**src/rtl/hms_timer_pkg.sv**
```systemverilog
// ---------------------------------------------------------------------------
// timer_pkg
// Shared field widths, wrap constants and the state encoding for hms_timer
// and its step logic.
// Ports: none (package).
// ---------------------------------------------------------------------------
package timer_pkg;

    localparam int MS_W  = 10;
    localparam int SEC_W = 6;
    localparam int MIN_W = 6;

    localparam int MS_MAX  = 999;
    localparam int SEC_MAX = 59;
    localparam int MIN_MAX = 59;

    typedef enum logic [1:0] {
        IDLE  = 2'd0,
        RUN   = 2'd1,
        PAUSE = 2'd2,
        DONE  = 2'd3
    } state_t;

endpackage

```
**src/rtl/hms_timer_if.sv**
```systemverilog
// ---------------------------------------------------------------------------
// hms_timer_if
// Bundles the control, preset and result signals of hms_timer.
// Ports (via modports):
//   master : drives load, run, count_up, lap, ms_i, sec_i, min_i, hr_i;
//            observes out_time, lap_time, running, expired.
//   slave  : the timer side, opposite directions.
// ---------------------------------------------------------------------------
interface hms_timer_if
    import timer_pkg::*;
#(
    parameter int HR_W = 5
);

    logic                 load;
    logic                 run;
    logic                 count_up;
    logic                 lap;
    logic [MS_W-1:0]      ms_i;
    logic [SEC_W-1:0]     sec_i;
    logic [MIN_W-1:0]     min_i;
    logic [HR_W-1:0]      hr_i;
    logic [HR_W+21:0]     out_time;
    logic [HR_W+21:0]     lap_time;
    logic                 running;
    logic                 expired;

    modport master (
        output load, run, count_up, lap, ms_i, sec_i, min_i, hr_i,
        input  out_time, lap_time, running, expired
    );

    modport slave (
        input  load, run, count_up, lap, ms_i, sec_i, min_i, hr_i,
        output out_time, lap_time, running, expired
    );

endinterface

```
**src/rtl/hms_timer_step.sv**
```systemverilog
// ---------------------------------------------------------------------------
// hms_step
// Combinational one-millisecond step of an hr:min:sec:ms value, either up or
// down, with borrow/carry through the fields.
// Ports:
//   up                      : 1 = increment, 0 = decrement
//   ms/sec/min/hr           : current field values
//   ms_next..hr_next        : stepped field values
//   at_zero                 : stepped value is 0:00:00:000
//   at_max                  : stepped value is HR_MAX:59:59:999
// ---------------------------------------------------------------------------
module hms_step
    import timer_pkg::*;
#(
    parameter int HR_W   = 5,
    parameter int HR_MAX = 23
) (
    input  logic             up,
    input  logic [MS_W-1:0]  ms,
    input  logic [SEC_W-1:0] sec,
    input  logic [MIN_W-1:0] min,
    input  logic [HR_W-1:0]  hr,
    output logic [MS_W-1:0]  ms_next,
    output logic [SEC_W-1:0] sec_next,
    output logic [MIN_W-1:0] min_next,
    output logic [HR_W-1:0]  hr_next,
    output logic             at_zero,
    output logic             at_max
);

    logic cur_zero;
    logic cur_max;

    // A step from a terminal value holds it, so the value can never leave
    // its legal range even if the caller steps once too often.
    always_comb begin
        cur_zero = (ms == '0) && (sec == '0) && (min == '0) && (hr == '0);
        cur_max  = (ms == MS_W'(MS_MAX)) && (sec == SEC_W'(SEC_MAX)) &&
                   (min == MIN_W'(MIN_MAX)) && (hr == HR_W'(HR_MAX));
        ms_next  = ms;
        sec_next = sec;
        min_next = min;
        hr_next  = hr;
        if (up) begin
            if (!cur_max) begin
                if (ms == MS_W'(MS_MAX)) begin
                    ms_next = '0;
                    if (sec == SEC_W'(SEC_MAX)) begin
                        sec_next = '0;
                        if (min == MIN_W'(MIN_MAX)) begin
                            min_next = '0;
                            hr_next  = hr + HR_W'(1);
                        end else begin
                            min_next = min + MIN_W'(1);
                        end
                    end else begin
                        sec_next = sec + SEC_W'(1);
                    end
                end else begin
                    ms_next = ms + MS_W'(1);
                end
            end
        end else begin
            if (!cur_zero) begin
                if (ms == '0) begin
                    ms_next = MS_W'(MS_MAX);
                    if (sec == '0) begin
                        sec_next = SEC_W'(SEC_MAX);
                        if (min == '0) begin
                            min_next = MIN_W'(MIN_MAX);
                            hr_next  = hr - HR_W'(1);
                        end else begin
                            min_next = min - MIN_W'(1);
                        end
                    end else begin
                        sec_next = sec - SEC_W'(1);
                    end
                end else begin
                    ms_next = ms - MS_W'(1);
                end
            end
        end
        at_zero = (ms_next == '0) && (sec_next == '0) &&
                  (min_next == '0) && (hr_next == '0);
        at_max  = (ms_next == MS_W'(MS_MAX)) && (sec_next == SEC_W'(SEC_MAX)) &&
                  (min_next == MIN_W'(MIN_MAX)) && (hr_next == HR_W'(HR_MAX));
    end

endmodule

```
**src/rtl/hms_timer.sv**
```systemverilog
// ---------------------------------------------------------------------------
// hms_timer
// hr:min:sec:ms countdown timer / stopwatch with a clock prescaler, clamped
// presets and a one-cycle expiry pulse.
// Optional lap capture is enabled by defining HMS_TIMER_LAP_EN.
// Ports:
//   clk   : clock, rising edge
//   reset : asynchronous, active-low reset
//   bus   : hms_timer_if.slave (load/run/count_up/lap, presets,
//           out_time/lap_time/running/expired)
// ---------------------------------------------------------------------------
module hms_timer
    import timer_pkg::*;
#(
    parameter int TICK_DIV = 1,
    parameter int HR_W     = 5,
    parameter int HR_MAX   = 23
) (
    input  logic        clk,
    input  logic        reset,
    hms_timer_if.slave  bus
);

    localparam int PRE_W = (TICK_DIV > 1) ? $clog2(TICK_DIV) : 1;

    state_t             state;
    logic               mode_up;
    logic [PRE_W-1:0]   pre;
    logic [MS_W-1:0]    ms_q;
    logic [SEC_W-1:0]   sec_q;
    logic [MIN_W-1:0]   min_q;
    logic [HR_W-1:0]    hr_q;
    logic               expired_q;
    logic [HR_W+21:0]   lap_q;

    logic [MS_W-1:0]    ms_n;
    logic [SEC_W-1:0]   sec_n;
    logic [MIN_W-1:0]   min_n;
    logic [HR_W-1:0]    hr_n;
    logic               at_zero;
    logic               at_max;
    logic               is_zero;
    logic               tick;

    hms_step #(.HR_W(HR_W), .HR_MAX(HR_MAX)) u_step (
        .up       (mode_up),
        .ms       (ms_q),
        .sec      (sec_q),
        .min      (min_q),
        .hr       (hr_q),
        .ms_next  (ms_n),
        .sec_next (sec_n),
        .min_next (min_n),
        .hr_next  (hr_n),
        .at_zero  (at_zero),
        .at_max   (at_max)
    );

    assign is_zero = (ms_q == '0) && (sec_q == '0) && (min_q == '0) && (hr_q == '0);
    assign tick    = (pre == PRE_W'(TICK_DIV - 1));

    // Load has priority over every state; expired is a pulse, so it is
    // cleared by default and only raised on the terminating step.
    always_ff @(posedge clk or negedge reset) begin
        if (!reset) begin
            state     <= IDLE;
            mode_up   <= 1'b0;
            pre       <= '0;
            ms_q      <= '0;
            sec_q     <= '0;
            min_q     <= '0;
            hr_q      <= '0;
            expired_q <= 1'b0;
        end else begin
            expired_q <= 1'b0;
            if (bus.load) begin
                ms_q  <= (bus.ms_i  > MS_W'(MS_MAX))   ? MS_W'(MS_MAX)   : bus.ms_i;
                sec_q <= (bus.sec_i > SEC_W'(SEC_MAX)) ? SEC_W'(SEC_MAX) : bus.sec_i;
                min_q <= (bus.min_i > MIN_W'(MIN_MAX)) ? MIN_W'(MIN_MAX) : bus.min_i;
                hr_q  <= (bus.hr_i  > HR_W'(HR_MAX))   ? HR_W'(HR_MAX)   : bus.hr_i;
                state <= IDLE;
                pre   <= '0;
            end else begin
                case (state)
                    IDLE: begin
                        if (bus.run) begin
                            mode_up <= bus.count_up;
                            if (bus.count_up || !is_zero) begin
                                state <= RUN;
                                pre   <= '0;
                            end
                        end
                    end
                    RUN: begin
                        if (!bus.run) begin
                            state <= PAUSE;
                        end else if (tick) begin
                            pre   <= '0;
                            ms_q  <= ms_n;
                            sec_q <= sec_n;
                            min_q <= min_n;
                            hr_q  <= hr_n;
                            if (mode_up ? at_max : at_zero) begin
                                state     <= DONE;
                                expired_q <= 1'b1;
                            end
                        end else begin
                            pre <= pre + PRE_W'(1);
                        end
                    end
                    PAUSE: begin
                        if (bus.run) begin
                            state <= RUN;
                        end
                    end
                    default: begin
                    end
                endcase
            end
        end
    end

`ifdef HMS_TIMER_LAP_EN
    // Captures the value visible before any step taken on the same edge.
    always_ff @(posedge clk or negedge reset) begin
        if (!reset) begin
            lap_q <= '0;
        end else if (bus.load) begin
            lap_q <= '0;
        end else if (bus.lap && (state == RUN || state == PAUSE)) begin
            lap_q <= {hr_q, min_q, sec_q, ms_q};
        end
    end
`else
    assign lap_q = '0;
`endif

    assign bus.out_time = {hr_q, min_q, sec_q, ms_q};
    assign bus.lap_time = lap_q;
    assign bus.running  = (state == RUN);
    assign bus.expired  = expired_q;

endmodule

```
**src/flat_wrapper.sv**
```systemverilog
// flat-port wrapper written by rule: the top's interface ports become plain ports
module hms_timer_flat import timer_pkg::*;
#(
    parameter int TICK_DIV = 1,
    parameter int HR_W     = 5,
    parameter int HR_MAX   = 23
)
  (clk, reset, bus_load, bus_run, bus_count_up, bus_lap, bus_ms_i, bus_sec_i, bus_min_i, bus_hr_i, bus_out_time, bus_lap_time, bus_running, bus_expired);
  hms_timer_if #(.HR_W(HR_W)) bus_i ();
  input  logic clk;
  input  logic reset;
  input wire logic [$bits(bus_i.load)-1:0] bus_load;
  input wire logic [$bits(bus_i.run)-1:0] bus_run;
  input wire logic [$bits(bus_i.count_up)-1:0] bus_count_up;
  input wire logic [$bits(bus_i.lap)-1:0] bus_lap;
  input wire logic [$bits(bus_i.ms_i)-1:0] bus_ms_i;
  input wire logic [$bits(bus_i.sec_i)-1:0] bus_sec_i;
  input wire logic [$bits(bus_i.min_i)-1:0] bus_min_i;
  input wire logic [$bits(bus_i.hr_i)-1:0] bus_hr_i;
  output wire logic [$bits(bus_i.out_time)-1:0] bus_out_time;
  output wire logic [$bits(bus_i.lap_time)-1:0] bus_lap_time;
  output wire logic [$bits(bus_i.running)-1:0] bus_running;
  output wire logic [$bits(bus_i.expired)-1:0] bus_expired;
  assign bus_i.load = bus_load;
  assign bus_i.run = bus_run;
  assign bus_i.count_up = bus_count_up;
  assign bus_i.lap = bus_lap;
  assign bus_i.ms_i = bus_ms_i;
  assign bus_i.sec_i = bus_sec_i;
  assign bus_i.min_i = bus_min_i;
  assign bus_i.hr_i = bus_hr_i;
  assign bus_out_time = bus_i.out_time;
  assign bus_lap_time = bus_i.lap_time;
  assign bus_running = bus_i.running;
  assign bus_expired = bus_i.expired;
  hms_timer #(.TICK_DIV(TICK_DIV), .HR_W(HR_W), .HR_MAX(HR_MAX)) u_core (.clk(clk), .reset(reset), .bus(bus_i));
endmodule
```
**config.mk**
```make
export PLATFORM = sky130hd
export DESIGN_NAME = hms_timer_flat
export DESIGN_NICKNAME = d
export VERILOG_FILES = /design/src/rtl/hms_timer_pkg.sv /design/src/rtl/hms_timer_if.sv /design/src/rtl/hms_timer_step.sv /design/src/rtl/hms_timer.sv /design/src/flat_wrapper.sv
export SDC_FILE = /design/constraint.sdc
export NUM_CORES = 1
export LEC_CHECK = 0
export CAP_MARGIN = 20
export CORE_ASPECT_RATIO = 0.9
export CORE_MARGIN = 2
export CORE_UTILIZATION = 25
export DETAILED_ROUTE_END_ITERATION = 6
export GPL_ROUTABILITY_DRIVEN = 0
export PLACE_DENSITY_LB_ADDON = 0.3
export SKIP_CTS_REPAIR_TIMING = 1
export SLEW_MARGIN = 40
export SYNTH_ARGS = -nofsm -noshare
export SYNTH_HDL_FRONTEND = slang
export SYNTH_SLANG_ARGS = --single-unit
```
**constraint.sdc**
```tcl
create_clock -name clk -period 5.1 [get_ports clk]
set_input_delay 1.02 -clock clk [delete_from_list [all_inputs] [get_ports clk]]
set_output_delay 1.02 -clock clk [all_outputs]
set_load 0.005 [all_outputs]
```
==> flow_metrics.tcl <==
set metrics [dict create \
    final_cells 807 \
    critical_path_class "flop to flop" \
    die_area_um2 16880 \
    tns_ps 0 \
    setup_viol 0 \
    syn-instance-count 568 \
    drv_cap 0 \
    grt_setup_unrepaired "false" \
    drc 0 \
    h-tree-depth 2 \
    synth_edf_count 0 \
    slowest_stage "o21ai_0" \
    synth.top_cell.area_share_pct 19.57 \
    p_leak_uw 0.001740 \
    synth_area_leaders "dfrtp_1 (20%), nand2_1 (6.3%), a21oi_1 (5.4%)" \
    p_comb_share_pct 54.0 \
    slew_headroom_pct 40.36 \
    synth_area_um2 3964 \
    syn_avg_cell_area_um2 6.979 \
    min_path_type "flop to flop" \
    max_freq_ghz 0.2228 \
    drt-total-wl_mm 14.82 \
    post_drt_wl_per_cell_um 18.36 \
    postRouteAntennaNets 0 \
    p_int_uw 848.6 \
    placementRows 43 \
    synthArstFlopShare_pct 100.0 \
    min_period_over_period_pct 88.00 \
    antenna_cells_inserted 0 \
    yosys_warnings 0 \
    drt_first_iter_violations 538 \
    ys_seq_area_share_pct 19.57 \
    sw_frac_of_total_pct 48.78 \
    cts_tree "built" \
    hold_violations 0 \
    drt_first_pass_iters 5 \
    die_w_um 136.7 \
    crit_top_cell "o21ai_0" \
    synth_top_area_cell "dfrtp_1" \
    powerDensity_nw_per_um2 346.0 \
    clock_latency_ps 290 \
    synth_flop_cell "dfrtp_1" \
    crit_arrival_ps 4650 \
    grt-ovfl-total 0 \
    drive_above_1_share_pct 5.620 \
    start_util_pct 25.67 \
    io_pins 89 \
    root_buffer "clkbuf_16" \
    worstPathMaxFanout 15 \
    ys_seq_elements 31 \
    grt_usage_pct 17.59 \
    peakVddDrop_uv 153.9 \
    place_hpwl_mm 11.28 \
    die_h_um 123.5 \
    slew_violations 0 \
    nets 649 \
    pwr-share-clk_pct 19.6 \
    startpoint_type "flop" \
    required_ps 5270 \
    coreArea_um2 15440 \
    vias_per_cell 5.684 \
    worst_pin_slew_ps 885.2 \
    max-clock-path-buffers 2 \
    cp_cell_sequence "ha_1 -> nand2_1 -> or3_1 -> o21ai_0 -> o21ai_0 -> a21oi_1 -> nand4_1 -> nor4_1 -> nand4b_1 -> a2111oi_2" \
    grt_pass1_wl_mm 23.42 \
    endpoint_kind "flop" \
    period_minus_slack_ps 4488 \
    place_inst 799 \
    grt_max_degree 43 \
    vias 4587 \
    syn2layout_area_growth_pct 20.80 \
    nFillCells 1652 \
    finalClockSkew_ps 5.411 \
    pwr-share-seq_pct 26.4 \
    numCtsBuffers 5 \
    antenna_found_initial 0 \
    hold-worst-slack_ps 555.6 \
    clock_sinks 31 \
    place.port_buffers 60 \
    cts.clk_slew.worst_paths_ps 60 \
    switching_power_uw 808.1 \
    ys_types 71 \
    grt_pass1_vias 4352 \
    cp_slowest_stage_delay_ps 700 \
    status "completed" \
]
==> kinds of logic (layout without fill, tap and decap cells) <==
| group | after synthesis | count (layout) | synth area share [%] |
|---|---|---|---|
| AND/OR/NAND/NOR | 270 | 270 | 37.31 |
| adder cells (fa/ha/maj) | 12 | 12 | 3.788 |
| buffers and inverters | 85 | 96 | 10.89 |
| multiplexers | 10 | 10 | 2.588 |
| XOR/XNOR | 3 | 3 | 0.6630 |
| other | 1 | 27 | 0.09461 |
| AO/OA/AOI/OAI | 156 | 156 | 25.10 |
| flip-flops | 31 | 31 | 19.57 |
==> synthesized netlist by cell type (8+ instances only) <==
library cell / instances
nand4_1: 22
clkbuf_1: 27
nand3_1: 23
nor3_1: 22
nor4_1: 17
a21oi_1: 43
or3_1: 8
inv_1: 21
nand2_1: 67
o21ai_0: 39
buf_4: 28
a31oi_1: 8
ha_1: 12
mux2i_1: 8
dfrtp_1: 31
and3_1: 11
nor2_1: 46
==> cell usage in the layout, fill, tap and decap left out, types with 4 or more instances in the layout <==
master	netlist	final
nand4_1	22	22
nor2_1	46	45
nand3_1	23	23
clkbuf_16	0	5
nor3_1	22	22
inv_1	21	21
o22a_1	4	4
dfrtp_1	31	31
a211oi_1	4	4
conb_1	1	27
and2_1	4	4
a31oi_1	8	8
and3_1	11	11
buf_4	28	7
nand2b_1	5	5
nor4_1	17	16
nor4_2	4	5
mux2i_1	8	8
o22ai_1	5	5
clkdlybuf4s50_1	0	60
or3_1	8	8
o21a_1	4	4
nand2_1	67	66
nand4b_1	4	4
a21oi_1	43	43
o31ai_1	5	5
o21ai_0	39	39
or4_1	6	6
ha_1	12	12
and4_1	5	5
o211ai_1	6	6
==> sequential cells by signal, summed over array words and instances, names as in the netlist <==
name and flops:
u_core.min_q 6, u_core.hr_q 5, u_core.ms_q 10, u_core.sec_q 6, u_core.bus.expired 1, u_core.state 2
u_core.mode_up 1
==> stage by stage <==
step	total power, uW	area [um^2]	setup WS [ps]	util [%]
after CTS	1631	4782	821.4	30.97
after floorplan	970.1	4061	1650	-
final	1657	4788	611.8	31.01
after detailed placement	1305	4626	847.9	29.96
after global placement	1291	4614	976.2	29.88
after global routing	1754	4788	577.7	31.01
==> path summary, 6_finish.rpt <==
kind                                      end             from  slack (ps)  cells after the start
setup / recovery           u_core.bus.expired   u_core.ms_q[0]         610                     10
hold / removal                u_core.state[1]  u_core.state[1]         560                      2
setup reg to reg           u_core.bus.expired   u_core.ms_q[0]         610                     10
hold reg to reg               u_core.state[1]  u_core.state[1]         560                      2
max in group asynchronous     u_core.sec_q[0]            reset        3650                      2
min in group asynchronous      u_core.ms_q[8]            reset        1140                      2
==> power by group through the flow <==
stage                     sequential, uW  combinational, uW  clock (uW)
after floorplan                      348                622           0
after global routing                 448                972         334
after detailed placement             437                869           0
after CTS                            433                874         324
after global placement               435                855           0
final                                437                895         325
==> worst max-delay path: cells and delay by family (launching register included) <==
family | cells | cell delay (ps)
compound gates | 4 | 1930
fa+ha+maj | 1 | 270
flops | 1 | 620
simple gates | 5 | 1530
==> layer usage <==
layer  vias to the layer above  part of all wire [%]  global-route usage (%)
met5                         -                     0                       0
met4                         0                   3.0                   7.227
met3                        34                   7.1                   2.296
met2                       224                    47                   28.44
met1                      2173                    43                   23.64
li1                       2156                     -                       -
==> cell type report <==
| cell class | instances | area [um^2] | share of cell area (%) |
|---|---|---|---|
| multi-input cells | 478 | 2872 | 59.97 |
| flip-flops and latches | 31 | 775.7 | 16.20 |
| repair buffers | 67 | 653.1 | 13.64 |
| well taps | 202 | 252.7 | 5.278 |
| clock buffers | 8 | 156.4 | 3.266 |
| inverters | 21 | 78.83 | 1.646 |
Power figures use the tool's default switching activity.
